`config.mk`:
```
export PLATFORM = sky130hd
export DESIGN_NAME = mem_stage_ctrl
export DESIGN_NICKNAME = d
export VERILOG_FILES = /design/src/rtl/mem_stage_ctrl.sv
export SDC_FILE = /design/constraint.sdc
export NUM_CORES = 1
export LEC_CHECK = 0
export ABC_AREA = 1
export CAP_MARGIN = 20
export CORE_MARGIN = 2
export CORE_UTILIZATION = 35
export CTS_CLUSTER_SIZE = 40
export DETAILED_ROUTE_END_ITERATION = 16
export PLACE_DENSITY = 0.69
export REMOVE_ABC_BUFFERS = 1
export SLEW_MARGIN = 15
export SYNTH_ARGS = -nofsm -noshare
export SYNTH_HDL_FRONTEND = slang
export SYNTH_SLANG_ARGS = --single-unit
```
`constraint.sdc`:
```
create_clock -name clk -period 1.4 [get_ports clk]
set_input_delay 0.21 -clock clk [delete_from_list [all_inputs] [get_ports clk]]
set_output_delay 0.21 -clock clk [all_outputs]
set_load 0.01 [all_outputs]
```
`src/rtl/mem_stage_ctrl.sv`:
```
`default_nettype none
// mem_stage_ctrl: MEM-stage data-cache access sequencer (IDLE -> ACCESS -> DONE).
// Define MEM_MISALIGN_CHECK_EN to trap misaligned accesses instead of force-aligning them.
module mem_stage_ctrl (
  input  logic        clk,
  input  logic        reset,
  input  logic        MEM_valid,
  input  logic        MEM_mem_read,
  input  logic        MEM_mem_write,
  input  logic [2:0]  MEM_funct3,
  input  logic [31:0] MEM_alu_out,
  input  logic [31:0] MEM_rs2_out,
  output logic        dmem_read,
  output logic        dmem_write,
  output logic [31:0] dmem_address,
  output logic [31:0] dmem_wdata,
  output logic [3:0]  dmem_byte_enable,
  input  logic [31:0] dmem_rdata,
  input  logic        dmem_resp,
  output logic        mem_stall,
  output logic [31:0] MEM_rdata,
  output logic        MEM_rdata_valid,
  output logic        misalign
);

  typedef enum logic [1:0] {IDLE = 2'd0, ACCESS = 2'd1, DONE = 2'd2} state_t;

  localparam logic [1:0] SZ_B = 2'd0;
  localparam logic [1:0] SZ_H = 2'd1;
  localparam logic [1:0] SZ_W = 2'd2;

  state_t      state_q   = IDLE;
  logic        read_q    = 1'b0;
  logic        write_q   = 1'b0;
  logic [31:0] addr_q    = 32'd0;
  logic [31:0] wdata_q   = 32'd0;
  logic [3:0]  be_q      = 4'd0;
  logic [1:0]  off_q     = 2'd0;
  logic [1:0]  size_q    = SZ_B;
  logic        uns_q     = 1'b0;
  logic [31:0] rdata_q   = 32'd0;
  logic        rvalid_q  = 1'b0;

  logic        req;
  logic        is_byte;
  logic        is_half;
  logic [1:0]  size_d;
  logic [1:0]  off_d;
  logic [3:0]  be_d;
  logic [31:0] wdata_d;
  logic [15:0] lane;
  logic [31:0] load_d;

  assign req     = MEM_valid & (MEM_mem_read | MEM_mem_write);
  // Low funct3 bits give the size; reserved encodings fall through to word.
  assign is_byte = (MEM_funct3[1:0] == 2'b00);
  assign is_half = (MEM_funct3[1:0] == 2'b01);
  assign size_d  = is_byte ? SZ_B : (is_half ? SZ_H : SZ_W);
  assign off_d   = is_byte ? MEM_alu_out[1:0] : (is_half ? {MEM_alu_out[1], 1'b0} : 2'b00);
  assign be_d    = is_byte ? (4'b0001 << off_d) : (is_half ? (4'b0011 << off_d) : 4'b1111);
  assign wdata_d = MEM_rs2_out << {off_d, 3'b000};

  always_comb begin
    lane   = 16'(dmem_rdata >> {off_q, 3'b000});
    load_d = dmem_rdata;
    case (size_q)
      SZ_B:    load_d = {{24{~uns_q & lane[7]}}, lane[7:0]};
      SZ_H:    load_d = {{16{~uns_q & lane[15]}}, lane};
      default: load_d = dmem_rdata;
    endcase
  end

`ifdef MEM_MISALIGN_CHECK_EN
  logic misaligned_d;
  logic misalign_q = 1'b0;
  assign misaligned_d = (is_half & MEM_alu_out[0]) | (~is_byte & ~is_half & (|MEM_alu_out[1:0]));
  assign misalign     = misalign_q;
`else
  assign misalign = 1'b0;
`endif

  always_ff @(posedge clk) begin
    if (reset) begin
      state_q  <= IDLE;
      read_q   <= 1'b0;
      write_q  <= 1'b0;
      addr_q   <= 32'd0;
      wdata_q  <= 32'd0;
      be_q     <= 4'd0;
      off_q    <= 2'd0;
      size_q   <= SZ_B;
      uns_q    <= 1'b0;
      rdata_q  <= 32'd0;
      rvalid_q <= 1'b0;
`ifdef MEM_MISALIGN_CHECK_EN
      misalign_q <= 1'b0;
`endif
    end else begin
      rvalid_q <= 1'b0;
`ifdef MEM_MISALIGN_CHECK_EN
      misalign_q <= 1'b0;
`endif
      case (state_q)
        IDLE: begin
`ifdef MEM_MISALIGN_CHECK_EN
          if (req && misaligned_d) begin
            state_q    <= DONE;
            rvalid_q   <= 1'b1;
            misalign_q <= 1'b1;
            rdata_q    <= 32'd0;
          end else
`endif
          if (req) begin
            // A simultaneous read and write is serviced as a read only.
            state_q <= ACCESS;
            read_q  <= MEM_mem_read;
            write_q <= ~MEM_mem_read;
            addr_q  <= {MEM_alu_out[31:2], 2'b00};
            wdata_q <= wdata_d;
            be_q    <= MEM_mem_read ? 4'b0000 : be_d;
            off_q   <= off_d;
            size_q  <= size_d;
            uns_q   <= MEM_funct3[2];
          end
        end
        ACCESS: begin
          if (dmem_resp) begin
            state_q  <= DONE;
            read_q   <= 1'b0;
            write_q  <= 1'b0;
            rvalid_q <= 1'b1;
            if (read_q) rdata_q <= load_d;
          end
        end
        DONE:    state_q <= IDLE;
        default: state_q <= IDLE;
      endcase
    end
  end

  assign mem_stall        = (state_q == ACCESS) | ((state_q == IDLE) & req);
  assign dmem_read        = read_q;
  assign dmem_write       = write_q;
  assign dmem_address     = addr_q;
  assign dmem_wdata       = wdata_q;
  assign dmem_byte_enable = be_q;
  assign MEM_rdata        = rdata_q;
  assign MEM_rdata_valid  = rvalid_q;

endmodule
`default_nettype wire
```
==> flow_metrics.tcl <==
set metrics [dict create \
    mostFrequentLayoutCells "205 x nand2_1, 103 x dfxtp_1, 101 x dlygate4sd2_1" \
    power.leakage_nw 4.00 \
    crit_path_end_kind "output port" \
    yosysWarnings 0 \
    r2r_cells 9 \
    syn_area_um2 5320 \
    core_area_um2 15000 \
    crit_fanout 2 \
    cts_made_buffers 9 \
    final_common_cell "nand2_1" \
    switchingPower_mw 2.33 \
    hold_path_depth 3 \
    h-tree-depth 3 \
    grt_setup_unrepaired "yes" \
    p_int_mw 5.53 \
    fin_total_pwr_mw 7.86 \
    dp_hpwl_mm 12.7 \
    gp_congestion 0.938 \
    max_stage_delay_ns 0.35 \
    sequentialPowerShare_pct 42.4 \
    grt_max_degree 60 \
    antenna_left 0 \
    cts_tree "done" \
    die_w_um 127 \
    pre_cts_slack_ns -0.363 \
    crit_chain "buf_4 -> inv_1 -> nand2_2 -> nand2_1 -> buf_2" \
    skew_ns 0.0113 \
    place_area_um2 7870 \
    antenna_found_initial 0 \
    finalWirelength_mm 17.9 \
    swShare_pct 29.6 \
    finalWorstSetupSlack_ns 0.0722 \
    cpMaxStageDelayCell "dfxtp_2" \
    crit_path_start_kind "flop" \
    yosys.area.top_type "dfxtp_1" \
    dr.first_iter.drc_count 508 \
    setup_violations 0 \
    cellPowerDensity_nw_per_um2 961 \
    grt_pass1_wl_mm 27.6 \
    finalHoldViolations 0 \
    synth-seq-cells 108 \
    route.detailed.drc 0 \
    p_clk_share_pct 35.2 \
    cap_violations 0 \
    syn_avg_cell_area_um2 6.73 \
    cts.reportedPaths.clkPinSlew_ns 0.08 \
    tns_ns 0 \
    start_util_pct 35.4 \
    min_period_ns 1.33 \
    report.final.slew_viol_count 0 \
    outcome "completed" \
    hold_path.class "in2reg" \
    rows 45 \
    nNetsFinal 1119 \
    cts_max_path_buffers 2 \
    drive_gt1_share_pct 10.9 \
    area_growth_pct 53.9 \
    combPwrFrac_pct 22.4 \
    crit_arrival_ns 1.12 \
    fmax_ghz 0.753 \
    vias 5964 \
    cts.sinks 108 \
    min_period_over_period_pct 94.8 \
    synthDistinctLibCells 31 \
    crit_type "reg2out" \
    cts-root-buf "clkbuf_16" \
    final_util_pct 54.4 \
    stdcell_area_um2 8180 \
    ys_seq_area_share_pct 40.7 \
    grt_use_total_pct 21.3 \
    num_antenna_cells 0 \
    grt_overflow_total 0 \
    vias_per_cell 4.95 \
    fp.dieH_um 127 \
    drt-pass1-iter-count 5 \
    grt_pass1_vias 5321 \
    synth_top_area_share_pct 40.7 \
    ios 210 \
    clock_latency_ns 0.36 \
    dieArea_um2 16200 \
    wl_per_cell_um 14.8 \
    synth_area_leaders "dfxtp_1 41%, nand2_1 15%, a21oi_1 9.0%" \
    ir_worst_vdd_mv 0.604 \
    syn_inst 790 \
    io_buffers 206 \
    required_ns 1.19 \
]
[worst paths after layout]
| path | startpoint | endpoint | slack (ns) |
|---|---|---|---|
| worst max-delay path | state_q[1]$_SDFFE_PP0P_ | mem_stall | 0.07 |
| worst min-delay path | reset | dmem_wdata[4]$_SDFFE_PP0P_ | 0.34 |
| worst max register to register | state_q[0]$_SDFFE_PP0P_ | MEM_rdata[17]$_SDFFE_PP0P_ | 0.08 |
| worst min register to register | dmem_address[13]$_SDFFE_PP0P_ | dmem_address[13]$_SDFFE_PP0P_ | 0.46 |
[worst max-delay path: cells and delay by family, from the launching register on]
| kind | cells | cell delay (ns) |
|---|---|---|
| and+or+nand+nor | 2 | 0.11 |
| DFF | 1 | 0.35 |
| buffers and inverters | 3 | 0.30 |
[cells in the mapped netlist (all sizes together)]
cell type / instances
a211oi: 2
a21oi: 96
a22oi: 8
buf: 31
clkbuf: 21
conb: 1
dfxtp: 108
ha: 1
inv: 76
nand2: 209
nand3: 62
nand4: 8
nor2: 96
o211ai: 9
o21a: 1
o21ai: 53
or2: 8
[cell families (layout without fill, tap and decap cells)]
kind of cell             after synthesis  count (layout)  synth area share (%)
AND/OR/NAND/NOR                      383             383                  31.1
AO/OA/AOI/OAI                        169             169                  16.9
flip-flops                           108             108                  40.7
buffers and inverters                128             354                  11.0
other                                  1               3                0.0706
adder cells (fa/ha/maj)                1               1                 0.235
[flip-flops by register name (all words and copies together) (netlist names)]
name,cells
dmem_byte_enable,4
off_q,2
MEM_rdata_valid,1
dmem_read,1
size_q,2
dmem_address,30
dmem_wdata,32
uns_q,1
dmem_write,1
MEM_rdata,32
state_q,2
[routing by layer]
layer | track usage [%] | share of wire [%] | up-vias
li1 | - | - | 2983
met1 | 28.9 | 44 | 2700
met2 | 34.0 | 45 | 263
met3 | 5.40 | 8.9 | 18
met4 | 5.30 | 1.5 | 0
met5 | 0 | 0 | -
[repair_timing]
action / 4_1_cts / 5_1_grt
setup endpoints to repair: 102 / 64
cloned: 0 / 2
pin swaps: 2 / 11
resized for setup: 106 / 26
hold buffers: 0 / 0
setup buffers: 0 / 1
[through the flow]
step | hold slack, ns | cells
floorplan | 0.279 | 740
global placement | 0.450 | 1187
detailed placement | 0.455 | 1187
CTS | 0.351 | 1203
global route | 0.362 | 1206
finish | 0.344 | 1206
[power groups by stage]
stage / registers [mW] / logic, mW / clock network [mW]
4_1_cts: 3.33 / 1.72 / 2.82
5_1_grt: 3.35 / 1.93 / 2.99
6_report: 3.33 / 1.76 / 2.77
2_1_floorplan: 3.48 / 0.627 / 0
3_5_place_dp: 3.40 / 1.82 / 0
3_3_place_gp: 3.40 / 1.81 / 0
[cell type report]
type                            instances  area (um2)
Fill cell                            1479        6850
Multi-Input combinational cell        556        2610
Timing Repair Buffer                  262        2560
Sequential cell                       108        2170
Inverter                               76         295
Tap cell                              188         235
Clock buffer                            9         225
Clock inverter                          7        90.1
(Power assumes the default switching activity.)
